<file path="src/rtl/uart_pkg.sv">
// Shared UART definitions: parity modes, receiver state encoding and
// baud-divider helpers used by the receiver and the planned transmitter.
package uart_pkg;

  localparam int PAR_NONE = 0;
  localparam int PAR_EVEN = 1;
  localparam int PAR_ODD  = 2;

  typedef enum logic [2:0] {
    ST_IDLE,
    ST_START,
    ST_DATA,
    ST_PARITY,
    ST_STOP,
    ST_BREAK
  } rx_state_t;

  function automatic int calc_tick_div(input int clk_freq, input int baud_rate,
                                       input int oversample);
    return clk_freq / (baud_rate * oversample);
  endfunction

  function automatic logic majority3(input logic a, input logic b, input logic c);
    return (a & b) | (a & c) | (b & c);
  endfunction

endpackage

</file>
<file path="src/rtl/uart_tick_gen.sv">
// Oversampling tick divider: one-cycle tick every DIV clocks, restartable
// with a synchronous clear so the sample phase can be aligned to an edge.
module uart_tick_gen #(
  parameter int DIV = 54
) (
  input  logic clk,
  input  logic rst,
  input  logic clear,
  output logic tick
);

  localparam int W = (DIV > 1) ? $clog2(DIV) : 1;
  localparam logic [W-1:0] LAST = W'(DIV - 1);

  logic [W-1:0] cnt;

  always_ff @(posedge clk) begin
    if (!rst || clear) begin
      cnt <= '0;
    end else if (cnt == LAST) begin
      cnt <= '0;
    end else begin
      cnt <= cnt + W'(1);
    end
  end

  assign tick = (cnt == LAST);

endmodule

</file>
<file path="src/rtl/uart_rx_frame.sv">
// Parametrised UART receiver with 3-sample majority bit detection, parity,
// framing, break and overrun status, and a one-entry valid/ready holding register.
module uart_rx_frame #(
  parameter int CLK_FREQ   = 100_000_000,
  parameter int BAUD_RATE  = 115200,
  parameter int DATA_BITS  = 8,
  parameter int PARITY     = 0,
  parameter int STOP_BITS  = 1,
  parameter int OVERSAMPLE = 16
) (
  input  logic                 clk,
  input  logic                 rst,
  input  logic                 rx,
  output logic [DATA_BITS-1:0] data,
  output logic                 valid,
  input  logic                 ready,
  output logic                 parity_err,
  output logic                 frame_err,
  output logic                 overrun,
  output logic                 break_det
);
  import uart_pkg::*;

  localparam int TICK_DIV = calc_tick_div(CLK_FREQ, BAUD_RATE, OVERSAMPLE);
  localparam int SW = $clog2(OVERSAMPLE);
  localparam int BW = $clog2(DATA_BITS + 1);
  localparam logic [SW-1:0] T_S0   = SW'(OVERSAMPLE / 2 - 1);
  localparam logic [SW-1:0] T_S1   = SW'(OVERSAMPLE / 2);
  localparam logic [SW-1:0] T_DEC  = SW'(OVERSAMPLE / 2 + 1);
  localparam logic [SW-1:0] T_LAST = SW'(OVERSAMPLE - 1);
  localparam logic [BW-1:0] BITS_DONE = BW'(DATA_BITS);
  localparam logic STOP_LAST = 1'(STOP_BITS - 1);
  localparam logic ODD = (PARITY == PAR_ODD);
  localparam logic HAS_PAR = (PARITY != PAR_NONE);

  if (DATA_BITS < 5 || DATA_BITS > 9) begin : g_bad_data_bits
    $error("uart_rx_frame: DATA_BITS must be 5..9");
  end
  if (STOP_BITS < 1 || STOP_BITS > 2) begin : g_bad_stop_bits
    $error("uart_rx_frame: STOP_BITS must be 1 or 2");
  end
  if (OVERSAMPLE < 8 || OVERSAMPLE > 16 || (OVERSAMPLE % 2) != 0) begin : g_bad_oversample
    $error("uart_rx_frame: OVERSAMPLE must be even, 8..16");
  end
  if (PARITY < 0 || PARITY > 2) begin : g_bad_parity
    $error("uart_rx_frame: PARITY must be 0, 1 or 2");
  end
  if (TICK_DIV < 2) begin : g_bad_tick_div
    $error("uart_rx_frame: TICK_DIV must be at least 2");
  end

  rx_state_t             state;
  logic                  rx_meta, rx_sync, rx_prev;
  logic                  tick, tick_clear;
  logic [SW-1:0]         sample_cnt;
  logic                  s0, s1;
  logic [BW-1:0]         bit_idx;
  logic                  stop_idx;
  logic [DATA_BITS-1:0]  shift_reg;
  logic                  parity_bit;
  logic                  stop_err;
  logic                  start_edge, bit_val, at_dec, at_end;
  logic                  exp_parity, is_break, load_ok;

  always_ff @(posedge clk) begin
    if (!rst) begin
      rx_meta <= 1'b1;
      rx_sync <= 1'b1;
      rx_prev <= 1'b1;
    end else begin
      rx_meta <= rx;
      rx_sync <= rx_meta;
      rx_prev <= rx_sync;
    end
  end

  // Divider is parked while waiting for a start edge so tick 0 lands one tick after it.
  assign tick_clear = (state == ST_IDLE) || (state == ST_BREAK);

  uart_tick_gen #(
    .DIV(TICK_DIV)
  ) u_tick (
    .clk  (clk),
    .rst  (rst),
    .clear(tick_clear),
    .tick (tick)
  );

  assign start_edge = rx_prev & ~rx_sync;
  assign bit_val    = majority3(s0, s1, rx_sync);
  assign at_dec     = tick && (sample_cnt == T_DEC);
  assign at_end     = tick && (sample_cnt == T_LAST);
  assign exp_parity = (^shift_reg) ^ ODD;
  assign is_break   = (shift_reg == '0) && !parity_bit && !bit_val;
  assign load_ok    = !valid || ready;

  always_ff @(posedge clk) begin
    if (!rst) begin
      state      <= ST_IDLE;
      sample_cnt <= '0;
      s0         <= 1'b0;
      s1         <= 1'b0;
      bit_idx    <= '0;
      stop_idx   <= 1'b0;
      shift_reg  <= '0;
      parity_bit <= 1'b0;
      stop_err   <= 1'b0;
      data       <= '0;
      valid      <= 1'b0;
      parity_err <= 1'b0;
      frame_err  <= 1'b0;
      overrun    <= 1'b0;
      break_det  <= 1'b0;
    end else begin
      overrun   <= 1'b0;
      break_det <= 1'b0;
      if (valid && ready) valid <= 1'b0;

      if (tick) begin
        sample_cnt <= (sample_cnt == T_LAST) ? '0 : sample_cnt + SW'(1);
        if (sample_cnt == T_S0) s0 <= rx_sync;
        if (sample_cnt == T_S1) s1 <= rx_sync;
      end

      case (state)
        ST_IDLE: begin
          sample_cnt <= '0;
          if (start_edge) begin
            state      <= ST_START;
            bit_idx    <= '0;
            stop_idx   <= 1'b0;
            shift_reg  <= '0;
            parity_bit <= 1'b0;
            stop_err   <= 1'b0;
          end
        end
        ST_START: begin
          if (at_dec && bit_val) state <= ST_IDLE;
          else if (at_end) state <= ST_DATA;
        end
        ST_DATA: begin
          if (at_dec) begin
            shift_reg <= {bit_val, shift_reg[DATA_BITS-1:1]};
            bit_idx   <= bit_idx + BW'(1);
          end
          if (at_end && bit_idx == BITS_DONE) begin
            state <= HAS_PAR ? ST_PARITY : ST_STOP;
          end
        end
        ST_PARITY: begin
          if (at_dec) parity_bit <= bit_val;
          if (at_end) state <= ST_STOP;
        end
        ST_STOP: begin
          if (at_dec) begin
            if (!stop_idx && is_break) begin
              break_det <= 1'b1;
              state     <= ST_BREAK;
            end else if (stop_idx == STOP_LAST) begin
              // Frame completes mid stop bit; the rest of the bit is never waited for.
              state <= ST_IDLE;
              if (load_ok) begin
                data       <= shift_reg;
                valid      <= 1'b1;
                parity_err <= HAS_PAR && (parity_bit != exp_parity);
                frame_err  <= stop_err | ~bit_val;
              end else begin
                overrun <= 1'b1;
              end
            end else begin
              stop_err <= ~bit_val;
              stop_idx <= 1'b1;
            end
          end
        end
        ST_BREAK: begin
          sample_cnt <= '0;
          if (rx_sync) state <= ST_IDLE;
        end
        default: state <= ST_IDLE;
      endcase
    end
  end

endmodule

</file>
<file path="config.mk">
export PLATFORM = sky130hd
export DESIGN_NAME = uart_rx_frame
export DESIGN_NICKNAME = d
export VERILOG_FILES = /design/src/rtl/uart_pkg.sv /design/src/rtl/uart_tick_gen.sv /design/src/rtl/uart_rx_frame.sv
export SDC_FILE = /design/constraint.sdc
export NUM_CORES = 1
export LEC_CHECK = 0
export CELL_PAD_IN_SITES_DETAIL_PLACEMENT = 2
export CELL_PAD_IN_SITES_GLOBAL_PLACEMENT = 2
export CORE_ASPECT_RATIO = 0.8
export CORE_UTILIZATION = 35
export CTS_CLUSTER_SIZE = 25
export DETAILED_ROUTE_END_ITERATION = 6
export PLACE_DENSITY_LB_ADDON = 0.1
export SYNTH_ARGS = -nofsm -noshare
export SYNTH_HDL_FRONTEND = slang
export SYNTH_HIERARCHICAL = 1
export SYNTH_SLANG_ARGS = --single-unit
</file>
<file path="constraint.sdc">
create_clock -name clk -period 2.5 [get_ports clk]
set_input_delay 0.5 -clock clk [delete_from_list [all_inputs] [get_ports clk]]
set_output_delay 0.5 -clock clk [all_outputs]
set_load 0.01 [all_outputs]
</file>
==> reports/metrics.cfg <==
[synth]
synthFlopType=dfxtp_1
yosysTopAreaCellShare=0.430
synth.distinct_cells=46
synth_edf_count=0
yosysWarnings=6
synthArstFlopShare=0
syn-instance-count=229
yosysMostFrequentCell=dfxtp_1
yosys.area.top_type=dfxtp_1
synthTopCellsByCount=dfxtp_1 (44), nand2_1 (34), nor2_1 (20), mux2i_1 (14), a21oi_1 (12)
netlist_area_sq_um=2050
synth_seq_area_share=0.430
synth_nets=240
synth_area_leaders=dfxtp_1 (43%), mux2i_1 (6.8%), nand2_1 (6.2%)
ys_ff_latch=44
avgSynthCellArea_sq_um=8.96

[sta]
fin_worst_skew_ps=3.41
rsz0062_at_grt=false
setup_viol=0
max_freq_ghz=0.439
period_minus_slack_ps=2280
hold_viol=0
slew-limit-headroom=0.651
final.setup.tns_ps=0
maxSlewViolCount=0
worst_pin_slew_ps=523
period_share=0.911
hold_ws_ps=417

[grt]
grt_max_degree=28
grt-ovfl-total=0
grt_pass1_vias=1814
grt_pass1_wl_mm=9.14
antenna_found_initial=0
track_usage=0.197

[drt]
routed_wl_mm=5.53
viasPerCell=5.07
first_pass_iters=4
routedWlPerCell_microns=17.2
final_antenna_net_count=0
vias=1632
drtIter0Drc=103
drc=0

[clock_network]
htree_levels=2
clk_pin_slew_ps=80
clockBufferDepth=2
cts_root_buf=clkbuf_8
clk_latency_ps=290
cts_buffers=5
clock-sinks=44
cts_setup_buffers=0
cts-resized-gates=0
ctsHoldBuffers=0
cts_tree=yes

[placement]
dp_hpwl_mm=4.18
port-buffer-count=15
gp_congestion=0.798

[layout]
final_core_util=0.431
diodes=0
layout-drive-gt1-share=0.102
nets=254
fill_cells=619
area_delta_synth_final_pct=16.7

[die]
core_area_sq_um=5560
rows=24
dieArea_sq_um=6170
io_pins=17
initial_core_util=0.369
die_h_microns=70.5
die_w_microns=87.6

[critical_path]
cp-start-kind=register
critPathRequiredTime_ps=2710
end_kind=register
reg2reg_from=u_tick/cnt[0]
cp-startpoint=u_tick/cnt[0]
critPathBufInv=1
arrival_ps=2490
path_cells=ha_1 -> nand4_1 -> nor2_1 -> nand4b_4 -> or3_1 -> nor3_2 -> buf_4 -> mux2i_1
cp_slowest_cell=or3_1
crit_type=reg -> reg
cp_slowest_stage_delay_ps=420
crit_family=simple AND/OR/NAND/NOR gates
critPathMaxFanout=9

[power]
p_leak_nw=0.864
power_density_nw_per_um2=654
peakVddDrop_uv=450

[hold_path]
worstHoldStart=rx_meta
hp-class=reg -> reg

[status]
status=completed

[run]
max_cap_viol_count=0

==> final cells by class <==
cell class / count / area (sq um) / share of cell area
sequential: 44 / 881 / 0.368
clock inverter: 1 / 30.0 / 0.0125
inverter: 10 / 37.5 / 0.0157
multi-input combinational: 162 / 1060 / 0.444
timing repair buffer: 20 / 188 / 0.0784
clock buffer: 7 / 96.3 / 0.0403
tap: 78 / 97.6 / 0.0408
==> final timing paths <==
path	end	slack, ps	cells after the start
worst max-delay path	frame_err	220	8
worst min-delay path	rx_sync	420	1
worst max register to register	frame_err	220	8
worst min register to register	rx_sync	420	1
==> layout by cell type (no fill, tap or decap), drive strengths merged, types with 2 or more instances in the layout <==
| master | netlist | layout |
|---|---|---|
| nand4 | 3 | 3 |
| or3 | 5 | 5 |
| a21oi | 13 | 13 |
| xnor2 | 2 | 2 |
| inv | 10 | 10 |
| a41o | 2 | 2 |
| nand2 | 35 | 35 |
| clkdlybuf4s50 | 0 | 15 |
| o2111ai | 3 | 3 |
| nor3 | 4 | 4 |
| nand3 | 12 | 12 |
| nor2 | 20 | 20 |
| nor2b | 3 | 3 |
| and4b | 2 | 2 |
| nand4b | 3 | 3 |
| o21ai | 8 | 8 |
| dfxtp | 44 | 44 |
| and3 | 2 | 2 |
| nand2b | 5 | 5 |
| mux2i | 14 | 14 |
| ha | 7 | 7 |
| buf | 9 | 5 |
| xor2 | 5 | 5 |
| clkbuf | 4 | 7 |
==> cells by family after synthesis <==
group	count (synthesis)	synth area share
AO/OA/AOI/OAI	33	0.117
XOR/XNOR	7	0.0299
adder cells (fa/ha/maj)	8	0.0482
buffers and inverters	23	0.0519
flip-flops	44	0.430
multiplexers	15	0.0738
other	1	0.00183
AND/OR/NAND/NOR	98	0.248
==> power by group <==
group          internal [mW]  total, mW  leakage, nW  switching (mW)
clock                  0.353      0.586       0.0645           0.233
sequential             0.718      0.766        0.355          0.0480
combinational         0.0800      0.213        0.444           0.133
total                   1.15       1.56        0.864           0.415
==> per-layer routing <==
metal	vias up	GRT usage	wire length, microns
met2	25	0.326	2570
met1	792	0.259	2750
met3	8	0.0449	153
met4	0	0.0437	61
met5	-	0	0
li1	807	-	-
==> metrics by stage <==
step                      instances  worst slack, ps  instance area [sq um]  total power [mW]
after CTS                       322              193                   2390              1.58
after global routing            322             54.2                   2390              1.64
after detailed placement        314              202                   2270             0.992
final                           322              223                   2390              1.56
after floorplan                 229              498                   2050             0.930
after global placement          314              398                   2270             0.974
No activity file was read; power rests on OpenSTA's default activity.
